**config.mk**
```make
export PLATFORM = sky130hd
export DESIGN_NAME = aipp_precharge_guard
export DESIGN_NICKNAME = d
export VERILOG_FILES = /design/src/rtl/aipp_guard_pkg.sv /design/src/rtl/aipp_guard_channel.sv /design/src/rtl/aipp_precharge_guard.sv
export SDC_FILE = /design/constraint.sdc
export NUM_CORES = 1
export LEC_CHECK = 0
export CAP_MARGIN = 20
export CORE_MARGIN = 2
export CORE_UTILIZATION = 55
export CTS_BUF_LIST = sky130_fd_sc_hd__clkbuf_16
export DETAILED_ROUTE_END_ITERATION = 8
export GPL_TIMING_DRIVEN = 0
export HOLD_SLACK_MARGIN = 0.1
export PLACE_DENSITY = 0.92
export SLEW_MARGIN = 10
export SYNTH_ARGS = -nofsm -noshare
export SYNTH_HDL_FRONTEND = slang
export SYNTH_SLANG_ARGS = --single-unit
export TNS_END_PERCENT = 50
```
**constraint.sdc**
```tcl
create_clock -name clk -period 7.95 [get_ports clk]
set_input_delay 0.795 -clock clk [delete_from_list [all_inputs] [get_ports clk]]
set_output_delay 0.795 -clock clk [all_outputs]
set_load 0.01 [all_outputs]
```
**src/rtl/aipp_guard_pkg.sv**
```systemverilog
// Shared types and defaults for the pre-charge guard: FSM state encoding,
// default timing/margin constants and the widened threshold adder.
package aipp_guard_pkg;

  typedef enum logic [2:0] {
    ST_IDLE  = 3'd0,
    ST_BOOST = 3'd1,
    ST_CLAMP = 3'd2,
    ST_FAULT = 3'd3
  } guard_state_e;

  localparam int DEF_NUM_CH       = 4;
  localparam int DEF_V_W          = 16;
  localparam int DEF_CNT_W        = 16;
  localparam int DEF_WDOG_CYCLES  = 5000;
  localparam int DEF_CLAMP_WINDOW = 100;
  localparam int DEF_V_MARGIN     = 50;
  localparam int DEF_BOOST_DELTA  = 200;
  localparam int DEF_STAT_W       = 8;

  // Callers truncate the result to V_W+1 bits, so the sum never wraps for V_W < 32.
  function automatic logic [31:0] thr_add(input logic [31:0] base, input logic [31:0] delta);
    return base + delta;
  endfunction

endpackage

```
**src/rtl/aipp_guard_channel.sv**
```systemverilog
// One rail's watchdog: BOOST/CLAMP/FAULT FSM, shared counter, ramp sampler and sticky faults.
// Clamp-event counter is built only when AIPP_GUARD_STATS_EN is defined.
module aipp_guard_channel
  import aipp_guard_pkg::*;
#(
  parameter int V_W          = DEF_V_W,
  parameter int CNT_W        = DEF_CNT_W,
  parameter int WDOG_CYCLES  = DEF_WDOG_CYCLES,
  parameter int CLAMP_WINDOW = DEF_CLAMP_WINDOW,
  parameter int V_MARGIN     = DEF_V_MARGIN,
  parameter int BOOST_DELTA  = DEF_BOOST_DELTA,
  parameter int STAT_W       = DEF_STAT_W
) (
  input  logic              clk,
  input  logic              rst_n,
  input  logic              trigger,
  input  logic              sof,
  input  logic [V_W-1:0]    v_out,
  input  logic [V_W-1:0]    v_nominal,
  input  logic [V_W-1:0]    v_ovp_limit,
  input  logic              err_clear,
  output logic              clamp_req,
  output guard_state_e      state,
  output logic              viol_clamp,
  output logic              viol_ovp,
  output logic              viol_mono,
  output logic [STAT_W-1:0] stat_clamp_cnt
);

  localparam logic [CNT_W-1:0] WDOG_LAST  = CNT_W'(WDOG_CYCLES - 1);
  localparam logic [CNT_W-1:0] CLAMP_LAST = CNT_W'(CLAMP_WINDOW - 1);

  guard_state_e     state_nxt;
  logic [CNT_W-1:0] cnt, cnt_nxt;
  logic [V_W-1:0]   v_prev;
  logic             boost_d;
  logic [V_W:0]     v_settle, v_boost;
  logic             settled, ovp, clamp_fail, mono_fail, to_clamp;

  assign v_settle   = (V_W+1)'(thr_add(32'(v_nominal), 32'(V_MARGIN)));
  assign v_boost    = (V_W+1)'(thr_add(32'(v_nominal), 32'(BOOST_DELTA)));
  assign settled    = {1'b0, v_out} <= v_settle;
  assign ovp        = v_out > v_ovp_limit;
  assign clamp_fail = (state == ST_CLAMP) && (state_nxt == ST_FAULT);
  assign to_clamp   = (state == ST_BOOST) && (state_nxt == ST_CLAMP);
  // boost_d is low on the first BOOST cycle, so v_prev from IDLE is never judged.
  assign mono_fail  = (state == ST_BOOST) && boost_d &&
                      ({1'b0, v_prev} < v_boost) && (v_out < v_prev);

  always_comb begin
    state_nxt = state;
    cnt_nxt   = cnt + CNT_W'(1);
    case (state)
      ST_IDLE: begin
        cnt_nxt = '0;
        if (trigger && !sof) state_nxt = ST_BOOST;
      end
      ST_BOOST: begin
        // Only sof or expiry leave BOOST; dropping the trigger does not cancel the watchdog.
        if (sof) begin
          state_nxt = ST_IDLE;
          cnt_nxt   = '0;
        end else if (cnt == WDOG_LAST) begin
          state_nxt = ST_CLAMP;
          cnt_nxt   = '0;
        end
      end
      ST_CLAMP: begin
        if (settled) begin
          state_nxt = ST_IDLE;
          cnt_nxt   = '0;
        end else if (cnt == CLAMP_LAST) begin
          state_nxt = ST_FAULT;
          cnt_nxt   = '0;
        end
      end
      ST_FAULT: begin
        cnt_nxt = '0;
        if (err_clear) state_nxt = ST_IDLE;
      end
      default: begin
        state_nxt = ST_IDLE;
        cnt_nxt   = '0;
      end
    endcase
  end

  always_ff @(posedge clk) begin
    if (!rst_n) begin
      state      <= ST_IDLE;
      cnt        <= '0;
      clamp_req  <= 1'b0;
      viol_clamp <= 1'b0;
      viol_ovp   <= 1'b0;
      viol_mono  <= 1'b0;
      v_prev     <= '0;
      boost_d    <= 1'b0;
    end else begin
      state      <= state_nxt;
      cnt        <= cnt_nxt;
      clamp_req  <= (state_nxt == ST_CLAMP) || (state_nxt == ST_FAULT) || ovp;
      // A new violation outranks a clear arriving on the same edge.
      viol_clamp <= clamp_fail | (viol_clamp & ~err_clear);
      viol_ovp   <= ovp        | (viol_ovp   & ~err_clear);
      viol_mono  <= mono_fail  | (viol_mono  & ~err_clear);
      v_prev     <= v_out;
      boost_d    <= (state == ST_BOOST);
    end
  end

`ifdef AIPP_GUARD_STATS_EN
  logic [STAT_W-1:0] stat_q;

  always_ff @(posedge clk) begin
    if (!rst_n) begin
      stat_q <= '0;
    end else if (to_clamp && (stat_q != '1)) begin
      stat_q <= stat_q + STAT_W'(1);
    end
  end

  assign stat_clamp_cnt = stat_q;
`else
  assign stat_clamp_cnt = '0;
`endif

endmodule

```
**src/rtl/aipp_precharge_guard.sv**
```systemverilog
// N-rail pre-charge protocol enforcer: one guard channel per rail plus a registered irq.
// Define AIPP_GUARD_STATS_EN to enable the per-channel clamp-event counters.
module aipp_precharge_guard
  import aipp_guard_pkg::*;
#(
  parameter int NUM_CH       = DEF_NUM_CH,
  parameter int V_W          = DEF_V_W,
  parameter int CNT_W        = DEF_CNT_W,
  parameter int WDOG_CYCLES  = DEF_WDOG_CYCLES,
  parameter int CLAMP_WINDOW = DEF_CLAMP_WINDOW,
  parameter int V_MARGIN     = DEF_V_MARGIN,
  parameter int BOOST_DELTA  = DEF_BOOST_DELTA,
  parameter int STAT_W       = DEF_STAT_W
) (
  input  logic                     clk,
  input  logic                     rst_n,
  input  logic [NUM_CH-1:0]        precharge_trigger,
  input  logic [NUM_CH-1:0]        packet_sof_detected,
  input  logic [NUM_CH*V_W-1:0]    v_out,
  input  logic [V_W-1:0]           v_nominal,
  input  logic [V_W-1:0]           v_ovp_limit,
  input  logic [NUM_CH-1:0]        err_clear,
  output logic [NUM_CH-1:0]        clamp_req,
  output logic [NUM_CH*3-1:0]      ch_state,
  output logic [NUM_CH-1:0]        viol_clamp,
  output logic [NUM_CH-1:0]        viol_ovp,
  output logic [NUM_CH-1:0]        viol_mono,
  output logic                     irq,
  output logic [NUM_CH*STAT_W-1:0] stat_clamp_cnt
);

  for (genvar i = 0; i < NUM_CH; i++) begin : g_ch
    guard_state_e st;

    aipp_guard_channel #(
      .V_W         (V_W),
      .CNT_W       (CNT_W),
      .WDOG_CYCLES (WDOG_CYCLES),
      .CLAMP_WINDOW(CLAMP_WINDOW),
      .V_MARGIN    (V_MARGIN),
      .BOOST_DELTA (BOOST_DELTA),
      .STAT_W      (STAT_W)
    ) u_ch (
      .clk           (clk),
      .rst_n         (rst_n),
      .trigger       (precharge_trigger[i]),
      .sof           (packet_sof_detected[i]),
      .v_out         (v_out[i*V_W +: V_W]),
      .v_nominal     (v_nominal),
      .v_ovp_limit   (v_ovp_limit),
      .err_clear     (err_clear[i]),
      .clamp_req     (clamp_req[i]),
      .state         (st),
      .viol_clamp    (viol_clamp[i]),
      .viol_ovp      (viol_ovp[i]),
      .viol_mono     (viol_mono[i]),
      .stat_clamp_cnt(stat_clamp_cnt[i*STAT_W +: STAT_W])
    );

    assign ch_state[i*3 +: 3] = st;
  end

  // irq trails the sticky bits by one cycle on both set and clear.
  always_ff @(posedge clk) begin
    if (!rst_n) irq <= 1'b0;
    else        irq <= |{viol_clamp, viol_ovp, viol_mono};
  end

endmodule

```
# == Word-level counts from Yosys, hierarchy flattened ==
# Cells that the tools add are included.
# Widths: inputs -> output; s select.
# totals
reg_bits,161
input_bits,110
elab_cells,196
# op_classes
addsub,6
order_cmp,16
eq_ne,28
muxes,48
n_bitwise,28
n_reduce_logical,37
# op_table
operator,n
$mux 16,16
$pmux 16 s2,4
$mux 3,24
$le 16x17->1,4
$lt 16x17->1,4
$add 16x1->16 const B,4
$eq 16x13->1 const B,4
$eq 16x7->1 const B,4
$gt 16x16->1,4
$lt 16x16->1,4
$eq 3x2->1 const B,16
$pmux 3 s4,4
$logic_and 1x1->1,20
$add 16x6->17 const B,1
$add 16x8->17 const B,1
$and 1x1->1,12
$eq 3x1->1 const B,4
$logic_not 3->1,4
$or 1x1->1,12
$reduce_or 12->1,1
$logic_or 1x1->1,8
$logic_not 1->1,4
$not 1->1,4

# == Longest topological paths before layout ==
# depth
word_depth,7
mapped_depth,16

# == Hierarchy ==
# Synthesis repeated with hierarchy kept, for this count alone.
# hier_totals
cells_unflattened,1661
area_unflattened_um2,13843.3
# by_module_without_submodules
module,n_inst,cells_per_inst,area_each_um2
aipp_guard_channel (g_ch[0].u_ch ...),2,415,3453.3
aipp_guard_channel (g_ch[3].u_ch),1,414,3463.3
aipp_guard_channel (g_ch[1].u_ch),1,411,3424.5
aipp_precharge_guard,1,6,48.8

# == Least setup slack after synthesis ==
# No wires, ideal clock.
# synth_path
kind,in2reg
startpoint,input v_nominal[4]
endpoint,register g_ch[2].u_ch.cnt[11]
setup_ps,115
t_arrival_ps,3594
required_time_ps,7835
setup_slack_ps,4241
path_stages,16
path_cell_list,buf_2 > inv_1 > ha_1 > a211o_1 > nand2b_1 > nor2_1 > xnor2_1 > ha_1 > a21o_1 > a21oi_1 > o21ai_0 > o311a_1 > o31a_1 > a31oi_4 > buf_6 > nor2_1
# synth_via
elab_chain_len,4
# synth_rtl
element,line,text
from (decl),aipp_precharge_guard.sv:20,"input logic [V_W-1:0] v_nominal,"
$add 16x6->17,aipp_guard_pkg.sv:23,return base + delta;
$le 16x17->1,aipp_guard_channel.sv:42,"assign settled = {1'b0, v_out} <= v_settle;"
$mux 16,aipp_guard_channel.sv:69,if (settled) begin
$pmux 16 s2,aipp_guard_channel.sv:53,case (state)
to (signal assigned),aipp_guard_channel.sv:100,cnt <= cnt_nxt;
to (decl),aipp_guard_channel.sv:34,"logic [CNT_W-1:0] cnt, cnt_nxt;"
# No other way between the ends.
# A chain may end at the register's enable or synchronous reset.

# == Worst setup path in the final report ==
# layout_path
startpoint,input v_nominal[3]
endpoint,register g_ch[2].u_ch.cnt[6]
# Same word-level chain as after synthesis.

==> flow_metrics.env <==
export IMPL_ant_nets=0
export IMPL_fp_dieW_microns=156
export IMPL_seqPwrFrac_pct=37.8
export IMPL_hp_class="flip-flop to flip-flop"
export IMPL_wl_per_cell_microns=19.5
export IMPL_insertion_delay_ps=440
export IMPL_drt_initial_drc_count=1066
export IMPL_cp_data_required_time_ps=8290
export IMPL_synth_cell_types=77
export IMPL_comb_power_share_pct=24.5
export IMPL_post_place_ws_ps=2620
export IMPL_io_buffers=129
export IMPL_p_leak_nw=6.66
export IMPL_cts_tree="done"
export IMPL_setup_ws_ps=2860
export IMPL_vias=12100
export IMPL_nNetsFinal=2019
export IMPL_critical_path_class="input pin to flip-flop"
export IMPL_wl_microns=38300
export IMPL_core_area_sq_um=22600
export IMPL_syn_inst=1479
export IMPL_vdd_drop_max_uv=139
export IMPL_synth_ff_type="dfxtp_1"
export IMPL_grt_pass1_wl_microns=59200
export IMPL_p_per_area_nw_per_um2=149
export IMPL_fin_crit_sh_pct=64.0
export IMPL_p_int_mw=1.52
export IMPL_final_area_sq_um=15100
export IMPL_die_area_sq_um=24300
export IMPL_hold_ws_ps=454
export IMPL_worst_slew_margin_rel_pct=26.8
export IMPL_grt_overflow_total=0
export IMPL_drtPass1Iterations=6
export IMPL_synth_seq_cells=161
export IMPL_n_antenna_cell=0
export IMPL_fin_skew_ps=10.1
export IMPL_cts_setup_buffers=0
export IMPL_postPlaceCellArea_sq_um=14500
export IMPL_dieHeight_microns=156
export IMPL_num_rows=55
export IMPL_synth_yosys_seq_area_share_pct=25.4
export IMPL_antenna_found_initial=1
export IMPL_drc=0
export IMPL_vias_per_cell=6.19
export IMPL_status="completed"
export IMPL_setup_viol=0
export IMPL_root_buffer="clkbuf_16"
export IMPL_syn_area_sq_um=12700
export IMPL_track_usage_pct=31.2
export IMPL_globalplace_congestion=0.991
export IMPL_initial_core_util_pct=56.0
export IMPL_htree_num_levels=4
export IMPL_area_delta_synth_final_pct=18.6
export IMPL_clock_path_buffers=2
export IMPL_synth_edf_count=0
export IMPL_ctsResizeCount=0
export IMPL_dp_hpwl_microns=30400
export IMPL_cts_clk_slew_worst_paths_ps=70
export IMPL_yosysWarnings=0
export IMPL_syn_avg_cell_area_sq_um=8.58
export IMPL_tightest_slew_ps=1090
export IMPL_clkPwrFrac_pct=37.6
export IMPL_rsz0062_at_grt="no"
export IMPL_final_setup_tns_ps=0
export IMPL_synth_top_area_cell="dfxtp_1"
export IMPL_fin_crit_ps=5090
export IMPL_end_kind="flip-flop"
export IMPL_max_cap_violations=0
export IMPL_slew_viol_final=0
export IMPL_hold_violations=0
export IMPL_numCtsBuffers=17
export IMPL_pin_count=171
export IMPL_final_common_cell="ha_1"
export IMPL_grt_max_degree=18
export IMPL_cts_sinks=161
export IMPL_crit_arrival_ps=5430
export IMPL_max_freq_ghz=0.196
export IMPL_drive_above_1_share_pct=6.51
export IMPL_ys_top_cells_by_area="dfxtp_1 25%, ha_1 24%, and2_1 3.3%"
export IMPL_final_cell_mix="247 x ha_1, 161 x dfxtp_1, 129 x clkdlybuf4s50_1, 104 x nor2_1, 103 x inv_1"
export IMPL_power_switching_mw=0.720
export IMPL_synth_top_area_share_pct=25.4
export IMPL_worst_path_max_fanout=10
export IMPL_start_kind="input pin"
export IMPL_async_reset_ff_share_pct=0
export IMPL_swShare_pct=32.1
export IMPL_grt_pass1_vias=11700
export IMPL_cts_hold_buffers=0
==> synth_stat cells, types with 7 or more instances <==
master,number
o21ai_0,68
nand2_1,80
a31oi_1,8
nor2b_1,21
a21o_1,50
nor2_1,104
dfxtp_1,161
nand2b_1,16
buf_4,53
nand3_1,70
buf_2,8
and2_1,66
a21oi_1,69
a2111oi_0,7
nor4_1,15
inv_1,103
and4_1,9
and3_1,15
xor2_1,38
o31ai_1,8
xnor2_1,43
nand4_1,38
ha_1,247
nor3_1,22
o21a_1,14
nor3b_1,7
a211oi_1,18
o211ai_1,10
clkbuf_1,17
==> state kept, by name (all words and copies together), names as in the netlist <==
name,cells
g_ch.u_ch.v_prev,64
g_ch.u_ch.viol_mono,4
g_ch.u_ch.state,12
g_ch.u_ch.cnt,64
g_ch.u_ch.boost_d,4
g_ch.u_ch.viol_ovp,4
irq,1
g_ch.u_ch.clamp_req,4
g_ch.u_ch.viol_clamp,4
==> path summary, 6_finish.rpt <==
kind | from | to | slack (ps) | cells past startpoint
worst max-delay path | v_nominal[3] | g_ch[2].u_ch.cnt[6] | 2860 | 14
worst min-delay path | g_ch[3].u_ch.cnt[0] | g_ch[3].u_ch.cnt[0] | 450 | 1
worst max register to register | g_ch[1].u_ch.cnt[0] | g_ch[1].u_ch.cnt[7] | 5400 | 8
worst min register to register | g_ch[3].u_ch.cnt[0] | g_ch[3].u_ch.cnt[0] | 450 | 1
==> area by class of cell <==
cell class | count | area [sq um]
multi-input combinational | 1168 | 8680
fill | 1740 | 7590
tap | 285 | 357
clock buffer | 17 | 425
buffer | 82 | 524
clock inverter | 15 | 160
sequential | 161 | 3220
timing repair buffer | 129 | 1290
inverter | 103 | 387
==> power groups by stage <==
stage          Combinational [mW]  Sequential [mW]  Clock (mW)
2_1_floorplan               0.322            0.861           0
3_3_place_gp                0.501            0.865           0
3_5_place_dp                0.526            0.866           0
4_1_cts                     0.533            0.847       0.843
5_1_grt                     0.597            0.850       0.875
6_report                    0.550            0.848       0.843
==> metrics by stage <==
stage	instances	power, mW	util [%]
final	1960	2.24	66.5
after CTS	1960	2.22	66.5
after detailed placement	1928	1.39	63.9
after global placement	1928	1.37	63.9
after floorplan	1514	1.18	-
after global routing	1960	2.32	66.5
==> metal layers <==
layer / track usage [%] / wire [microns] / vias up
met4: 14.5 / 1770 / 0
li1: - / - / 5621
met3: 4.92 / 3330 / 139
met5: 0 / 0 / -
met1: 39.2 / 15700 / 5746
met2: 52.6 / 17500 / 632
==> worst max-delay path: stages <==
cell             delay (ps)
clkdlybuf4s50_1         770
ha_1                    440
a211o_1                 350
nand2b_1                160
nor2_1                   90
xnor2_1                 610
ha_1                    250
nand4_1                 200
nor4_1                  760
inv_1                    90
o31a_1                  370
a31oi_4                 300
buf_6                   180
nor2_1                   50
==> cells by family (layout without fill, tap and decap cells) <==
family	Yosys count	in the layout	share of synthesized area [%]
simple gates	495	495	20.7
compound gates	304	304	16.1
fa+ha+maj	247	247	24.4
buf+inv	185	346	7.18
flops	161	161	25.4
xor+xnor	85	85	6.20
other cells	1	36	0.0296
mux	1	1	0.0888
No activity file was read; power rests on OpenSTA's default activity.
